### config.mk
export PLATFORM = sky130hd
export DESIGN_NAME = fila_flow_ctrl_flat
export DESIGN_NICKNAME = d
export VERILOG_FILES = /design/src/rtl/fila_flow_ctrl_if.sv /design/src/rtl/fila_flow_ctrl.sv /design/src/flat_wrapper.sv
export SDC_FILE = /design/constraint.sdc
export NUM_CORES = 1
export LEC_CHECK = 0
export CORE_AREA = 4 4 41 43
export CTS_BUF_LIST = sky130_fd_sc_hd__clkbuf_2
export CTS_CLUSTER_SIZE = 14
export DETAILED_ROUTE_END_ITERATION = 8
export DIE_AREA = 0 0 45 47
export PLACE_DENSITY = 0.79
export SLEW_MARGIN = 30
export SYNTH_ARGS = -nofsm -noshare
export SYNTH_HDL_FRONTEND = slang
export SYNTH_SLANG_ARGS = --single-unit
### constraint.sdc
create_clock -name clk_10KHz -period 1.7 [get_ports clk_10KHz]
set_input_delay 0.34 -clock clk_10KHz [delete_from_list [all_inputs] [get_ports clk_10KHz]]
set_output_delay 0.34 -clock clk_10KHz [all_outputs]
set_load 0.02 [all_outputs]
### src/rtl/fila_flow_ctrl_if.sv
// Handshake and status bundle shared by the fila flow controller, the fila and the deserializer.
interface fila_flow_ctrl_if #(
    parameter int LEN_W  = 8,
    parameter int DROP_W = 8
);
    logic              data_ready;
    logic [LEN_W-1:0]  len_out;
    logic              dequeue_req;
    logic              enqueue_in;
    logic              ack_in;
    logic              dequeue_in;
    logic              full;
    logic              empty;
    logic [DROP_W-1:0] drop_cnt;

    modport master (
        input  data_ready, len_out, dequeue_req,
        output enqueue_in, ack_in, dequeue_in, full, empty, drop_cnt
    );

    modport slave (
        output data_ready, len_out, dequeue_req,
        input  enqueue_in, ack_in, dequeue_in, full, empty, drop_cnt
    );
endinterface

### src/rtl/fila_flow_ctrl.sv
// Moves bytes from the deserializer into fila and arbitrates dequeue against enqueue.
// Optional FILA_DROP_EN: a full-queue stall lasting TIMEOUT cycles acks and discards the byte.
module fila_flow_ctrl #(
    parameter int DEPTH   = 8,
    parameter int LEN_W   = 8,
    parameter int TIMEOUT = 16,
    parameter int DROP_W  = 8
) (
    input  logic             clk_10KHz,
    input  logic             reset,
    fila_flow_ctrl_if.master bus
);
    typedef enum logic [1:0] {IDLE, DEQ, ENQ, ACK} state_t;

    localparam logic [LEN_W-1:0] DEPTH_L = LEN_W'(DEPTH);

    state_t state;
    logic   enqueue_q;
    logic   ack_q;
    logic   dequeue_q;
    logic   full_q;
    logic   empty_q;
    logic   pend_deq;
    logic   dreq_q;
    logic   dreq_rise;
    logic   has_room;
    logic   has_data;

    assign dreq_rise = bus.dequeue_req & ~dreq_q;
    assign has_room  = bus.len_out < DEPTH_L;
    assign has_data  = bus.len_out != '0;

`ifdef FILA_DROP_EN
    localparam int TW = $clog2(TIMEOUT + 1);

    logic [TW-1:0]     stall_tmr;
    logic [DROP_W-1:0] drop_q;
    logic              stall;

    assign stall = bus.data_ready & full_q;
`endif

    always_ff @(posedge clk_10KHz) begin
        if (reset) begin
            state     <= IDLE;
            enqueue_q <= 1'b0;
            ack_q     <= 1'b0;
            dequeue_q <= 1'b0;
            full_q    <= 1'b0;
            empty_q   <= 1'b1;
            pend_deq  <= 1'b0;
            dreq_q    <= 1'b0;
`ifdef FILA_DROP_EN
            stall_tmr <= '0;
            drop_q    <= '0;
`endif
        end else begin
            dreq_q    <= bus.dequeue_req;
            full_q    <= ~has_room;
            empty_q   <= ~has_data;
            enqueue_q <= 1'b0;
            dequeue_q <= 1'b0;
            ack_q     <= 1'b0;
`ifdef FILA_DROP_EN
            stall_tmr <= '0;
`endif
            // Edges on an empty queue are discarded; the DEQ branch below wins over a same-cycle set.
            if (dreq_rise && has_data) begin
                pend_deq <= 1'b1;
            end

            case (state)
                IDLE: begin
                    if (pend_deq && has_data) begin
                        state     <= DEQ;
                        dequeue_q <= 1'b1;
                    end else if (bus.data_ready && has_room) begin
                        state     <= ENQ;
                        enqueue_q <= 1'b1;
`ifdef FILA_DROP_EN
                    end else if (stall) begin
                        if (stall_tmr == TW'(TIMEOUT - 1)) begin
                            state <= ACK;
                            ack_q <= 1'b1;
                            if (drop_q != '1) begin
                                drop_q <= drop_q + DROP_W'(1);
                            end
                        end else begin
                            stall_tmr <= stall_tmr + TW'(1);
                        end
`endif
                    end
                end
                DEQ: begin
                    pend_deq <= 1'b0;
                    state    <= IDLE;
                end
                ENQ: begin
                    state <= ACK;
                    ack_q <= 1'b1;
                end
                ACK: begin
                    if (bus.data_ready) begin
                        ack_q <= 1'b1;
                    end else begin
                        state <= IDLE;
                    end
                end
                default: state <= IDLE;
            endcase
        end
    end

    assign bus.enqueue_in = enqueue_q;
    assign bus.ack_in     = ack_q;
    assign bus.dequeue_in = dequeue_q;
    assign bus.full       = full_q;
    assign bus.empty      = empty_q;
`ifdef FILA_DROP_EN
    assign bus.drop_cnt   = drop_q;
`else
    assign bus.drop_cnt   = '0;
`endif
endmodule
### src/flat_wrapper.sv
// flat-port wrapper written by rule: the top's interface ports become plain ports
module fila_flow_ctrl_flat 
#(
    parameter int DEPTH   = 8,
    parameter int LEN_W   = 8,
    parameter int TIMEOUT = 16,
    parameter int DROP_W  = 8
)
  (clk_10KHz, reset, bus_data_ready, bus_len_out, bus_dequeue_req, bus_enqueue_in, bus_ack_in, bus_dequeue_in, bus_full, bus_empty, bus_drop_cnt);
  fila_flow_ctrl_if #(.LEN_W(LEN_W), .DROP_W(DROP_W)) bus_i ();
  input  logic clk_10KHz;
  input  logic reset;
  input wire logic [$bits(bus_i.data_ready)-1:0] bus_data_ready;
  input wire logic [$bits(bus_i.len_out)-1:0] bus_len_out;
  input wire logic [$bits(bus_i.dequeue_req)-1:0] bus_dequeue_req;
  output wire logic [$bits(bus_i.enqueue_in)-1:0] bus_enqueue_in;
  output wire logic [$bits(bus_i.ack_in)-1:0] bus_ack_in;
  output wire logic [$bits(bus_i.dequeue_in)-1:0] bus_dequeue_in;
  output wire logic [$bits(bus_i.full)-1:0] bus_full;
  output wire logic [$bits(bus_i.empty)-1:0] bus_empty;
  output wire logic [$bits(bus_i.drop_cnt)-1:0] bus_drop_cnt;
  assign bus_i.data_ready = bus_data_ready;
  assign bus_i.len_out = bus_len_out;
  assign bus_i.dequeue_req = bus_dequeue_req;
  assign bus_enqueue_in = bus_i.enqueue_in;
  assign bus_ack_in = bus_i.ack_in;
  assign bus_dequeue_in = bus_i.dequeue_in;
  assign bus_full = bus_i.full;
  assign bus_empty = bus_i.empty;
  assign bus_drop_cnt = bus_i.drop_cnt;
  fila_flow_ctrl #(.DEPTH(DEPTH), .LEN_W(LEN_W), .TIMEOUT(TIMEOUT), .DROP_W(DROP_W)) u_core (.clk_10KHz(clk_10KHz), .reset(reset), .bus(bus_i));
endmodule
After elaboration in Yosys (flattened, before gate mapping)
Index checks and enable logic that the tools add are counted.
{ "totals": {"regBits": 9, "inputBits": 12, "out_inout_bits": 13} }
{ "op_classes": {"n_lt_le_gt_ge": 1, "eq_ne": 5, "mux": 8, "bitwise": 5, "reduce_logical": 9} }
{ "op_table": {"columns": ["cell", "n"], "rows": [
  ["$lt A8 B4 Y1 const B", 1],
  ["$pmux W2 S4", 1],
  ["$reduce_bool A8 Y1", 1],
  ["$mux W2", 3],
  ["$eq A2 B2 Y1 const B", 2],
  ["$not A1 Y1", 4],
  ["$reduce_or A2 Y1", 2],
  ["$logic_and A1 B1 Y1", 3],
  ["$mux W1", 3],
  ["$ne A3 B1 Y1 const B", 1],
  ["$reduce_or A3 Y1", 1],
  ["$eq A2 B1 Y1 const B", 1],
  ["$logic_not A2 Y1", 1],
  ["$ne A2 B2 Y1 const B", 1],
  ["$pmux W1 S2", 1],
  ["$reduce_and A2 Y1", 1],
  ["$and A1 B1 Y1", 1]
]} }

Depth between registers and ports, before layout
Gate-level depths: netlist (run 1).
{ "logic_depth": {"ltp_word": 5, "depth_mapped": 3, "mapped_depth_nobuf": 3} }

Worst setup path before layout (run 1)
No wires, ideal clock.
{ "synth_timing": {"path_type": "input to register", "from": "in bus_len_out[5]", "to": "reg u_core.state[0]", "setup_time_ps": 132, "arrival_ps": 1247, "t_required_ps": 1568, "path_slack_ps": 321, "stages": 3, "path_buffers": 0, "cell_sequence": "or4_4 > o31ai_2 > a221oi_2"} }
{ "synth_between": {"elab_chain_len": 4, "elab_cells_between_ends": 8} }
{ "synth_lines": {"columns": ["item", "line_no", "source"], "rows": [
  ["from (decl)", "flat_wrapper.sv:14", "input wire logic [$bits(bus_i.len_out)-1:0] bus_len_out;"],
  ["$lt A8 B4 Y1 or $reduce_bool A8 Y1 (tied branches)", "fila_flow_ctrl.sv:30, fila_flow_ctrl.sv:31", null],
  ["$logic_and A1 B1 Y1, on equally long branches", "fila_flow_ctrl.sv:77, fila_flow_ctrl.sv:74", null],
  ["$ne A3 B1 Y1 (no source line) or $mux W2 (tied branches)", null, null],
  ["$reduce_and A2 Y1 (no source line) or $pmux W2 S4 (tied branches)", null, null],
  ["to (signal assigned)", "fila_flow_ctrl.sv:45", "state <= IDLE;"],
  ["to (signal assigned)", "fila_flow_ctrl.sv:75", "state <= DEQ;"],
  ["to (signal assigned)", "fila_flow_ctrl.sv:78", "state <= ENQ;"],
  ["to (decl)", "fila_flow_ctrl.sv:17", "state_t state;"]
]} }
Several ways; a longest one is shown, not always the timed one.
A chain may end at the register's enable or synchronous reset.

Final worst setup path (run 1)
Ends and elaborated chain as after synthesis.

==> results of run 1 <==
## metrics by stage
step	TNS, ns	hold WS, ns	std cells	instance area, sq um	util
final	0	0.4961	84	636.9	0.4894
after global routing	0	0.5224	84	636.9	0.4894
after CTS	0	0.5011	84	636.9	0.4894
after detailed placement	-0.5681	0.4898	80	616.8	0.4740
after global placement	-0.4342	0.4941	80	616.8	0.4740
after floorplan	0	0.4062	52	460.4	-
## final timing paths
check,to,startpoint
hold reg to reg,u_core.bus.dequeue_in,u_core.pend_deq
setup / recovery,u_core.state[0],bus_len_out[5]
setup reg to reg,u_core.state[0],u_core.pend_deq
hold / removal,u_core.bus.dequeue_in,u_core.pend_deq
## per-layer routing
layer  track usage  share of wire
met5             0              0
met4       0.05263         0.0069
met3       0.02299           0.11
met2        0.1497           0.49
met1       0.08924           0.39
## tightest hold or removal path, cell delays in order, from the launching register on
cell and delay [ns]:
sky130_fd_sc_hd__dfxtp_1 0.34, sky130_fd_sc_hd__o31ai_2 0.09, sky130_fd_sc_hd__nor2_1 0.04
## cells in the final DEF (no fill, tap or decap)
cell type / n
sky130_fd_sc_hd__or3_1: 2
sky130_fd_sc_hd__a211oi_1: 2
sky130_fd_sc_hd__nor4b_2: 1
sky130_fd_sc_hd__clkdlybuf4s50_1: 16
sky130_fd_sc_hd__nand2_1: 1
sky130_fd_sc_hd__a31o_2: 1
sky130_fd_sc_hd__or4_4: 1
sky130_fd_sc_hd__o31ai_2: 1
sky130_fd_sc_hd__inv_1: 5
sky130_fd_sc_hd__clkbuf_2: 4
sky130_fd_sc_hd__o31ai_1: 2
sky130_fd_sc_hd__a221oi_1: 1
sky130_fd_sc_hd__buf_4: 5
sky130_fd_sc_hd__conb_1: 8
sky130_fd_sc_hd__nand3_1: 1
sky130_fd_sc_hd__nor2_1: 5
sky130_fd_sc_hd__nor2b_1: 1
sky130_fd_sc_hd__a221oi_2: 1
sky130_fd_sc_hd__o21bai_1: 1
sky130_fd_sc_hd__o311ai_2: 1
sky130_fd_sc_hd__dfxtp_1: 9
## flip-flops by register name (all words and copies together), names as in the netlist
register               count
u_core.dreq_q              1
u_core.bus.ack_in          1
u_core.state               2
u_core.bus.full            1
u_core.pend_deq            1
u_core.bus.enqueue_in      1
u_core.bus.dequeue_in      1
u_core.bus.empty           1
## synth_stat cells
cell type                  count  area share
sky130_fd_sc_hd__inv_1         5       0.043
sky130_fd_sc_hd__or4_4         1       0.026
sky130_fd_sc_hd__a221oi_2      1       0.035
sky130_fd_sc_hd__nor2b_1       1       0.014
sky130_fd_sc_hd__o311ai_2      1       0.037
sky130_fd_sc_hd__a31o_2        1       0.020
sky130_fd_sc_hd__o31ai_1       2       0.035
sky130_fd_sc_hd__a221oi_1      1       0.020
sky130_fd_sc_hd__o21bai_1      1       0.017
sky130_fd_sc_hd__conb_1        1      0.0086
sky130_fd_sc_hd__a211oi_1      2       0.035
sky130_fd_sc_hd__nand2_1       1      0.0086
sky130_fd_sc_hd__o31ai_2       1       0.029
sky130_fd_sc_hd__nor4b_2       1       0.035
sky130_fd_sc_hd__or3_1         2       0.029
sky130_fd_sc_hd__nand3_1       1       0.012
sky130_fd_sc_hd__dfxtp_1       9        0.41
sky130_fd_sc_hd__nor2_1        5       0.043
sky130_fd_sc_hd__buf_4         8        0.14
## kinds of logic (layout without fill, tap and decap cells)
kind of cell | Yosys count | count (layout) | share of synthesized area
buf+inv | 13 | 30 | 0.1816
simple gates | 12 | 12 | 0.1671
compound gates | 10 | 10 | 0.2277
flops | 9 | 9 | 0.4150
other cells | 1 | 8 | 0.008637
## area by class of cell
type / instances / area [sq um] / share of cell area
Clock buffer: 4 / 20.02 / 0.03143
Inverter: 5 / 18.77 / 0.02947
Multi-Input combinational cell: 30 / 201.4 / 0.3163
Sequential cell: 9 / 180.2 / 0.2829
Tap cell: 15 / 18.77 / 0.02947
Timing Repair Buffer: 21 / 197.7 / 0.3104
## power by group
part           total (mW)  switching (mW)  internal, mW
Combinational       0.104          0.0506        0.0536
Clock               0.132          0.0698        0.0626
Sequential          0.229         0.00678         0.222
Total               0.465           0.127         0.338
==> metrics.json, run 1 <==
{
  "synth": {
    "synth_cells": 45,
    "warnings_from_yosys": 0,
    "seq_area_frac_synth": 0.4150,
    "synth-seq-cells": 9,
    "postSynthAreaPerCell_sq_um": 9.648,
    "netlist_area_sq_um": 434.2,
    "synth.lib_cells_used.distinct": 19
  },
  "worst_setup_path": {
    "timing.critical_path.slowest_cell_delay_ns": 0.56,
    "worstPathMaxFanout": 3,
    "worstSetupStartpointType": "input port",
    "path_cells": "clkdlybuf4s50_1, or4_4, o31ai_2, a221oi_2",
    "cp-end-kind": "flip-flop",
    "crit_buf_inv": 1,
    "ff2ff_setup_slack_ns": 0.68,
    "critical_path.slowest_cell": "sky130_fd_sc_hd__or4_4",
    "required_ns": 1.82,
    "crit_cells": 4,
    "crit_path_max_delay_family": "simple AND/OR/NAND/NOR gates",
    "worst-setup-path-type": "input port to flip-flop",
    "reg2regPathDepth": 3,
    "critical_path_arrival_ns": 1.73
  },
  "timing": {
    "period_needed_ns": 1.611,
    "post-route-period-util": 0.9475,
    "finalSetupViolCount": 0,
    "finClkSkew_ns": 0.007158,
    "worst_slack_setup_final_ns": 0.08919,
    "final_hold_viol_count": 0,
    "rsz0062_at_grt": "no",
    "max_freq_mhz": 620.8,
    "final_max_slew_viol_count": 0
  },
  "routing": {
    "final_wl_microns": 870,
    "wl_per_cell_microns": 10.36,
    "dr_total_vias": 369,
    "detail_route.drc_violations": 0,
    "vias_per_cell": 4.393,
    "detail_route.iter0.violations": 5,
    "route.antenna.remaining_nets": 0,
    "drt_pre_antenna_iters": 4
  },
  "grt": {
    "wire_length_of_the_first_global_routing_pass_mm": 1.283,
    "overall_track_demand_over_capacity_in_global_routing": 0.08472,
    "maximum_number_of_pins_on_one_net_before_global_route_repair": 6,
    "overflow": 0,
    "antenna_found_initial": 0,
    "first_global_vias": 341
  },
  "floorplan": {
    "dieHeight_microns": 47,
    "die_w_microns": 45,
    "initial_core_utilization": 0.3337,
    "die_area_sq_um": 2115,
    "coreArea_sq_um": 1301,
    "floorplan.rows": 13,
    "num_io_pins": 25
  },
  "clocking": {
    "post-cts-setup-buffer-count": 0,
    "clock_tree_from_tritoncts": "yes",
    "ctsHoldBuffers": 0,
    "cts_made_buffers": 3,
    "clock_edge_transition_at_the_registers_on_the_reported_setup_and_hold_paths_ns": 0.09,
    "cts_root_buffer": "sky130_fd_sc_hd__clkbuf_2",
    "max_clock_buf_depth": 2,
    "clock-sinks": 9,
    "cts-resized-gates": 0,
    "ctsHtreeMaxLevel": 1,
    "worstSkewPairLatency_ns": 0.24
  },
  "layout": {
    "num-nets-final": 82,
    "antenna_cells": 0,
    "syn_to_final_growth_pct": 46.69,
    "fillers": 134,
    "layout-drive-gt1-share": 0.2174
  },
  "job": {
    "timing.max_cap.violations": 0
  },
  "outcome": {
    "status": "complete, no violations"
  },
  "hold_path": {
    "worst_hold_path_type": "flip-flop to flip-flop",
    "timing.hold.worst_path_depth": 2
  },
  "pwr": {
    "worst_ir_drop_vdd_mv": 0.2277,
    "power.density_cell_area_nw_per_um2": 730.6,
    "total_leakage_power_nw": 0.2575,
    "total_power_mw": 0.4653
  },
  "placed_design": {
    "dpl_worst_slack_ns": -0.1871,
    "dp.final_hpwl_microns": 738.1,
    "gpl.final_weighted_congestion": 0.7144,
    "io_buffers": 16
  }
}
Note: power is estimated with default switching activity, not from simulation.
==> run 2, diff against run 1 <==
==> constraint.sdc (replaced) <==
create_clock -name clk_10KHz -period 1.9 [get_ports clk_10KHz]
set_input_delay 0.38 -clock clk_10KHz [delete_from_list [all_inputs] [get_ports clk_10KHz]]
set_output_delay 0.38 -clock clk_10KHz [all_outputs]
set_load 0.02 [all_outputs]
==> run 2 against run 1 <==
Register-to-register slack improved by 0.15 ns. Sequential cell count did not move. Global-route usage increased by 0.63 points. Non-clock buffer count fell by 3. Final cell count down 3.6%. Die area stayed put. Combinational power down 13%. Critical path type unchanged.
==> metrics.json, run 2 (synthesized netlist as in run 1, its figures left out) <==
{
  "outcome": {
    "status": {"value": "complete, no violations", "change": "unchanged"}
  },
  "clocking": {
    "worstSkewPairLatency": {"value": 0.24, "unit": "ns", "change": "about the same"},
    "post-cts-setup-buffer-count": {"value": 0, "change": "unchanged"},
    "cts-resized-gates": {"value": 0, "change": "unchanged"},
    "clock_tree_from_tritoncts": {"value": "yes", "change": "unchanged"},
    "ctsHtreeMaxLevel": {"value": 1, "change": "unchanged"},
    "clock-sinks": {"value": 9, "change": "unchanged"},
    "max_clock_buf_depth": {"value": 2, "change": "unchanged"},
    "ctsHoldBuffers": {"value": 0, "change": "unchanged"},
    "cts_root_buffer": {"value": "sky130_fd_sc_hd__clkbuf_2", "change": "unchanged"},
    "cts_made_buffers": {"value": 3, "change": "unchanged"},
    "clock_edge_transition_at_the_registers_on_the_reported_setup_and_hold_paths": {"value": 0.09, "unit": "ns", "change": "about the same"}
  },
  "timing": {
    "finalSetupViolCount": {"value": 0, "change": "unchanged"},
    "rsz0062_at_grt": {"value": "no", "change": "unchanged"},
    "final_max_slew_viol_count": {"value": 0, "change": "unchanged"},
    "max_freq_mhz": 591.3,
    "final_hold_viol_count": {"value": 0, "change": "unchanged"},
    "post-route-period-util": 0.8901,
    "worst_slack_setup_final": {"value": 0.2089, "unit": "ns", "change": "was 0.08919 ns"},
    "period_needed_ns": 1.691,
    "timing.hold.ws": {"value": 0.5046, "unit": "ns", "change": "was 0.4961 ns"},
    "finClkSkew": {"value": 0.006399, "unit": "ns", "change": "was 0.007158 ns"}
  },
  "grt": {
    "antenna_found_initial": {"value": 0, "change": "unchanged"},
    "overflow": {"value": 0, "change": "unchanged"},
    "overall_track_demand_over_capacity_in_global_routing": {"value": 0.09098, "change": "was 0.08472"},
    "first_global_vias": {"value": 317, "change": "was 341"},
    "maximum_number_of_pins_on_one_net_before_global_route_repair": {"value": 8, "change": "was 6"},
    "wire_length_of_the_first_global_routing_pass": {"value": 1.331, "unit": "mm", "change": "was 1.283 mm"}
  },
  "worst_setup_path": {
    "worstPathMaxFanout": {"value": 4, "change": "was 3"},
    "worst-setup-path-type": {"value": "input port to flip-flop", "change": "unchanged"},
    "worstSetupStartpointType": {"value": "input port", "change": "unchanged"},
    "cp-end-kind": {"value": "flip-flop", "change": "unchanged"},
    "reg2regPathDepth": {"value": 3, "change": "unchanged"},
    "critical_path_arrival": {"value": 1.81, "unit": "ns", "change": "was 1.73 ns"},
    "required": {"value": 2.02, "unit": "ns", "change": "was 1.82 ns"}
  },
  "placed_design": {
    "dpl_worst_slack": {"value": -0.06493, "unit": "ns", "change": "was -0.1871 ns"},
    "gpl.final_weighted_congestion": {"value": 0.7150, "change": "was 0.7144"},
    "io_buffers": {"value": 16, "change": "unchanged"},
    "dp.final_hpwl": {"value": 772.3, "unit": "microns", "change": "was 738.1 microns"}
  },
  "pwr": {
    "pwr-share-clk": {"value": 0.290, "change": "was 0.284"},
    "part_of_the_power_in_registers": {"value": 0.492, "change": "about the same"},
    "sw_frac_of_total": {"value": 0.2821, "change": "was 0.2732"},
    "power.density_cell_area": {"value": 678.6, "unit": "nW/um^2", "change": "was 730.6 nW/um^2"},
    "combPwrFrac": {"value": 0.218, "change": "was 0.224"},
    "total_switching_power": {"value": 0.1176, "unit": "mW", "change": "was 0.1271 mW"},
    "internal-power": {"value": 0.2993, "unit": "mW", "change": "was 0.3382 mW"},
    "worst_ir_drop_vdd": {"value": 0.2165, "unit": "mV", "change": "was 0.2277 mV"},
    "total_leakage_power": {"value": 0.2436, "unit": "nW", "change": "was 0.2575 nW"}
  },
  "layout": {
    "layout-drive-gt1-share": {"value": 0.1818, "change": "was 0.2174"},
    "fillers": {"value": 139, "change": "was 134"},
    "layout_common_cells": {"value": "sky130_fd_sc_hd__clkdlybuf4s50_1 (16), sky130_fd_sc_hd__dfxtp_1 (9), sky130_fd_sc_hd__conb_1 (8), sky130_fd_sc_hd__nor2_1 (5), sky130_fd_sc_hd__inv_1 (5)", "change": "was sky130_fd_sc_hd__clkdlybuf4s50_1 (16), sky130_fd_sc_hd__dfxtp_1 (9), sky130_fd_sc_hd__conb_1 (8)"},
    "final-seq-area": {"value": 180.2, "unit": "sq um", "change": "unchanged"},
    "final_common_cell": {"value": "sky130_fd_sc_hd__clkdlybuf4s50_1", "change": "unchanged"},
    "antenna_cells": {"value": 0, "change": "unchanged"},
    "largest_register_ff_count": {"value": 2, "change": "unchanged"},
    "syn_to_final_growth": {"value": 41.50, "unit": "%", "change": "was 46.69%"},
    "num-nets-final": {"value": 79, "change": "was 82"},
    "max_flop_register": {"value": "u_core.state", "change": "unchanged"},
    "area_taken_by_multi_input_logic_gates": {"value": 201.4, "unit": "sq um", "change": "unchanged"}
  },
  "routing": {
    "route.antenna.remaining_nets": {"value": 0, "change": "unchanged"},
    "wl_per_cell": {"value": 11.36, "unit": "microns", "change": "was 10.36 microns"},
    "detail_route.iter0.violations": {"value": 7, "change": "was 5"},
    "dr_total_vias": {"value": 375, "change": "was 369"},
    "vias_per_cell": {"value": 4.630, "change": "was 4.393"},
    "drt_pre_antenna_iters": {"value": 4, "change": "unchanged"},
    "final_wl": {"value": 920, "unit": "microns", "change": "was 870 microns"},
    "detail_route.drc_violations": {"value": 0, "change": "unchanged"}
  },
  "job": {
    "timing.max_cap.violations": {"value": 0, "change": "unchanged"}
  },
  "floorplan": {
    "coreArea": {"value": 1301, "unit": "sq um", "change": "unchanged"},
    "initial_core_utilization": {"value": 0.3337, "change": "unchanged"},
    "dieHeight": {"value": 47, "unit": "microns", "change": "unchanged"},
    "floorplan.rows": {"value": 13, "change": "unchanged"},
    "die_area": {"value": 2115, "unit": "sq um", "change": "unchanged"},
    "num_io_pins": {"value": 25, "change": "unchanged"},
    "die_w": {"value": 45, "unit": "microns", "change": "unchanged"}
  },
  "hold_path": {
    "timing.hold.worst_path_depth": {"value": 2, "change": "unchanged"},
    "worst_hold_path_type": {"value": "flip-flop to flip-flop", "change": "unchanged"}
  }
}
## run 2: cell types whose count changed in the layout (fill, tap and decap cells not counted), sizes merged
cell,before,now
buf,5,2
## run 2: routing by layer
layer  GRT usage  wire length [microns]  up-vias  share of wire
met5           0                      0        -              0
met4     0.07018                     16        0          0.017
li1            -                      -      186              -
met3     0.02682                    102        4           0.11
met1     0.09361                    357      164           0.39
met2      0.1554                    445       21           0.48
## run 2: final timing paths
| path | start | end | slack [ns] |
|---|---|---|---|
| worst min register to register | u_core.pend_deq | u_core.bus.dequeue_in | 0.50 |
| worst max-delay path | bus_len_out[5] | u_core.state[0] | 0.21 |
| worst min-delay path | u_core.pend_deq | u_core.bus.dequeue_in | 0.50 |
| worst max register to register | u_core.pend_deq | u_core.state[0] | 0.83 |
## run 2: power by group through the flow
stage,clock [mW],sequential [mW],combinational [mW]
floorplan,0,0.213,0.0529
global placement,0,0.209,0.0881
detailed placement,0,0.210,0.0908
CTS,0.125,0.205,0.0907
global route,0.131,0.207,0.0972
finish,0.121,0.205,0.0908
## run 2: layout make-up
cell class              instances  area share
flip-flops and latches          9      0.2933
clock buffers                   4     0.03259
repair buffers                 18      0.2851
multi-input cells              30      0.3279
well taps                      15     0.03055
inverters                       5     0.03055
## run 2: critical path, stage by stage
cell and delay (ns):
sky130_fd_sc_hd__clkdlybuf4s50_1 0.42, sky130_fd_sc_hd__or4_4 0.58, sky130_fd_sc_hd__o31ai_2 0.32, sky130_fd_sc_hd__a221oi_2 0.11
## run 2: metrics by stage
stage                       util  instance area, sq um  total power, mW  cells  setup TNS, ns
after global placement    0.4567                 594.3           0.2972     77              0
after global routing      0.4721                 614.3           0.4346     81              0
after floorplan                -                 460.4           0.2663     52              0
after CTS                 0.4721                 614.3           0.4205     81              0
final                     0.4721                 614.3           0.4169     81              0
after detailed placement  0.4567                 594.3           0.3005     77       -0.06801
==> run 3, diff against run 2 <==
--- a/config.mk
+++ b/config.mk
@@ -11,6 +11,7 @@
 export DETAILED_ROUTE_END_ITERATION = 8
 export DIE_AREA = 0 0 45 47
 export PLACE_DENSITY = 0.79
+export SETUP_SLACK_MARGIN = 0.2
 export SLEW_MARGIN = 30
 export SYNTH_ARGS = -nofsm -noshare
 export SYNTH_HDL_FRONTEND = slang
==> run 3 against run 2 <==
Cell area rose by 1.4%. First-iteration DRC count down 14%. Clock-buffer cell count is the same. Worst hold slack better by 0.0039 ns. Clock power barely moved. Routed wire length is 0.98% higher. Worst setup slack better by 0.040 ns. Final cell count stayed put. Fmax up 2.4%. Critical path depth is the same. Combinational power up 2%. Sequential power barely moved. Critical endpoint is now u_core.pend_deq. Largest power group unchanged. Highest routed layer unchanged.
==> metrics.json, run 3 (synthesized netlist as in run 1, its figures left out) <==
{
  "worst_setup_path": {
    "ff2ff_setup_slack": {"value": 0.78, "unit": "ns", "change": "was 0.83 ns"},
    "r2r_start": {"value": "u_core.pend_deq", "change": "unchanged"},
    "worstSetupStartpointType": {"value": "input port", "change": "unchanged"},
    "worstReg2RegEnd": {"value": "u_core.state[0]", "change": "unchanged"},
    "worstPathMaxFanout": {"value": 4, "change": "unchanged"},
    "critical_path_arrival": {"value": 1.77, "unit": "ns", "change": "was 1.81 ns"},
    "cp-startpoint": {"value": "bus_len_out[5]", "change": "unchanged"},
    "reg2regPathDepth": {"value": 3, "change": "unchanged"},
    "cp-end-kind": {"value": "flip-flop", "change": "unchanged"},
    "required": {"value": 2.02, "unit": "ns", "change": "about the same"},
    "worst-setup-path-type": {"value": "input port to flip-flop", "change": "unchanged"},
    "endpoint": {"value": "u_core.pend_deq", "change": "was u_core.state[0]"}
  },
  "routing": {
    "met2WireLength": {"value": 470, "unit": "microns", "change": "was 445 microns"},
    "detail_route.drc_violations": {"value": 0, "change": "unchanged"},
    "dr.max_layer_used": {"value": "met4", "change": "unchanged"},
    "route.antenna.remaining_nets": {"value": 0, "change": "unchanged"},
    "dr_total_vias": {"value": 373, "change": "was 375"},
    "m1_wl": {"value": 345, "unit": "microns", "change": "was 357 microns"},
    "wl_per_cell": {"value": 11.47, "unit": "microns", "change": "was 11.36 microns"},
    "vias_per_cell": {"value": 4.605, "change": "was 4.630"},
    "detail_route_met3_wl": {"value": 97, "unit": "microns", "change": "was 102 microns"},
    "drt_pre_antenna_iters": {"value": 2, "change": "was 4"},
    "final_wl": {"value": 929, "unit": "microns", "change": "was 920 microns"},
    "detail_route.iter0.violations": {"value": 6, "change": "was 7"}
  },
  "placed_design": {
    "dp.final_hpwl": {"value": 772.3, "unit": "microns", "change": "unchanged"},
    "gpl.final_weighted_congestion": {"value": 0.7150, "change": "unchanged"},
    "io_buffers": {"value": 16, "change": "unchanged"},
    "post_dp_cell_area": {"value": 594.3, "unit": "sq um", "change": "unchanged"},
    "dp.cells": {"value": 77, "change": "unchanged"}
  },
  "grt": {
    "first_global_vias": {"value": 317, "change": "unchanged"},
    "overflow": {"value": 0, "change": "unchanged"},
    "maximum_number_of_pins_on_one_net_before_global_route_repair": {"value": 8, "change": "unchanged"},
    "overall_track_demand_over_capacity_in_global_routing": {"value": 0.09098, "change": "unchanged"},
    "antenna_found_initial": {"value": 0, "change": "unchanged"},
    "wire_length_of_the_first_global_routing_pass": {"value": 1.331, "unit": "mm", "change": "unchanged"}
  },
  "timing": {
    "post-route-period-util": {"value": 0.8692, "change": "was 0.8901"},
    "max_freq": {"value": 605.5, "unit": "MHz", "change": "was 591.3 MHz"},
    "final_max_slew_viol_count": {"value": 0, "change": "unchanged"},
    "final_hold_viol_count": {"value": 0, "change": "unchanged"},
    "period_needed": {"value": 1.651, "unit": "ns", "change": "was 1.691 ns"},
    "finalSetupViolCount": {"value": 0, "change": "unchanged"},
    "rsz0062_at_grt": {"value": "no", "change": "unchanged"},
    "timing.hold.ws": {"value": 0.5085, "unit": "ns", "change": "was 0.5046 ns"},
    "finClkSkew": {"value": 0.004297, "unit": "ns", "change": "was 0.006399 ns"}
  },
  "outcome": {
    "status": {"value": "complete, no violations", "change": "unchanged"}
  },
  "clocking": {
    "ctsHtreeMaxLevel": {"value": 1, "change": "unchanged"},
    "post-cts-setup-buffer-count": {"value": 0, "change": "unchanged"},
    "ctsHoldBuffers": {"value": 0, "change": "unchanged"},
    "clock_tree_from_tritoncts": {"value": "yes", "change": "unchanged"},
    "cts-resized-gates": {"value": 0, "change": "unchanged"},
    "clock-sinks": {"value": 9, "change": "unchanged"},
    "clock_edge_transition_at_the_registers_on_the_reported_setup_and_hold_paths": {"value": 0.09, "unit": "ns", "change": "about the same"},
    "max_clock_buf_depth": {"value": 2, "change": "unchanged"},
    "cts_made_buffers": {"value": 3, "change": "unchanged"},
    "worstSkewPairLatency": {"value": 0.24, "unit": "ns", "change": "about the same"},
    "cts_root_buffer": {"value": "sky130_fd_sc_hd__clkbuf_2", "change": "unchanged"}
  },
  "floorplan": {
    "die_w": {"value": 45, "unit": "microns", "change": "unchanged"},
    "dieHeight": {"value": 47, "unit": "microns", "change": "unchanged"},
    "die_area": {"value": 2115, "unit": "sq um", "change": "unchanged"},
    "floorplan.rows": {"value": 13, "change": "unchanged"},
    "coreArea": {"value": 1301, "unit": "sq um", "change": "unchanged"},
    "num_io_pins": {"value": 25, "change": "unchanged"},
    "initial_core_utilization": {"value": 0.3337, "change": "unchanged"}
  },
  "layout": {
    "final_common_cell": {"value": "sky130_fd_sc_hd__clkdlybuf4s50_1", "change": "unchanged"},
    "antenna_cells": {"value": 0, "change": "unchanged"},
    "postLayoutCellArea": {"value": 623.1, "unit": "sq um", "change": "was 614.3 sq um"},
    "fillers": {"value": 138, "change": "was 139"},
    "final_util": {"value": 0.4788, "change": "was 0.4721"},
    "syn_to_final_growth": {"value": 43.52, "unit": "%", "change": "was 41.50%"},
    "layout-drive-gt1-share": {"value": 0.1818, "change": "unchanged"},
    "layout_common_cells": {"value": "sky130_fd_sc_hd__clkdlybuf4s50_1 (16), sky130_fd_sc_hd__dfxtp_1 (9), sky130_fd_sc_hd__conb_1 (8), sky130_fd_sc_hd__nor2_1 (5), sky130_fd_sc_hd__inv_1 (5)", "change": "unchanged"},
    "num-nets-final": {"value": 79, "change": "unchanged"},
    "largest_register_ff_count": {"value": 2, "change": "unchanged"},
    "max_flop_register": {"value": "u_core.state", "change": "unchanged"},
    "finish.cell_count_without_fillers": {"value": 81, "change": "unchanged"}
  },
  "pwr": {
    "total_leakage_power": {"value": 0.2447, "unit": "nW", "change": "was 0.2436 nW"},
    "worst_ir_drop_vdd": {"value": 0.2193, "unit": "mV", "change": "was 0.2165 mV"},
    "power.density_cell_area": {"value": 674.8, "unit": "nW/um^2", "change": "was 678.6 nW/um^2"}
  },
  "hold_path": {
    "worst_hold_path_type": {"value": "flip-flop to flip-flop", "change": "unchanged"}
  },
  "job": {
    "timing.max_cap.violations": {"value": 0, "change": "unchanged"}
  }
}
==> run 3: routing by layer <==
layer,vias up,global-route usage
met4,0,0.07018
met5,-,0
li1,185,-
met2,17,0.1554
met1,167,0.09361
met3,4,0.02682
==> run 3: critical path: stages <==
cell and delay (ns):
sky130_fd_sc_hd__clkdlybuf4s50_1 0.42, sky130_fd_sc_hd__or4_4 0.59, sky130_fd_sc_hd__o311ai_2 0.28, sky130_fd_sc_hd__a221oi_1 0.11
==> run 3: metrics by stage <==
| stage | total power, mW | setup slack (ns) | TNS (ns) |
|---|---|---|---|
| 6_report | 0.4205 | 0.2485 | 0 |
| 5_1_grt | 0.4376 | 0.2048 | 0 |
| 4_1_cts | 0.4205 | 0.2110 | 0 |
| 3_5_place_dp | 0.3005 | -0.06493 | -0.06801 |
| 3_3_place_gp | 0.2972 | 0.02008 | 0 |
| 2_1_floorplan | 0.2663 | 0.4810 | 0 |
==> run 3: power breakdown <==
part	leakage (nW)	total (mW)	internal, mW	switching, mW
Sequential	0.0741	0.206	0.199	0.00761
Combinational	0.154	0.0925	0.0459	0.0467
Clock	0.0166	0.122	0.0559	0.0658
Total	0.245	0.420	0.300	0.120
==> run 3: worst min path at each step <==
stage | cells past startpoint | end | slack [ns] | startpoint
CTS | 2 | u_core.bus.dequeue_in | 0.51 | u_core.pend_deq
detailed placement | 2 | u_core.bus.dequeue_in | 0.50 | u_core.pend_deq
global route | 2 | u_core.bus.dequeue_in | 0.53 | u_core.pend_deq
global placement | 2 | u_core.bus.dequeue_in | 0.50 | u_core.pend_deq
floorplan | 1 | u_core.state[0] | 0.45 | reset
finish | 2 | u_core.bus.dequeue_in | 0.51 | u_core.pend_deq
==> run 3: layout make-up <==
| class | count | area (sq um) | share of cell area |
|---|---|---|---|
| timing repair buffer | 18 | 175.2 | 0.2811 |
| sequential | 9 | 180.2 | 0.2892 |
| clock buffer | 4 | 20.02 | 0.03213 |
| inverter | 5 | 18.77 | 0.03012 |
| multi-input combinational | 30 | 210.2 | 0.3373 |
| tap | 15 | 18.77 | 0.03012 |
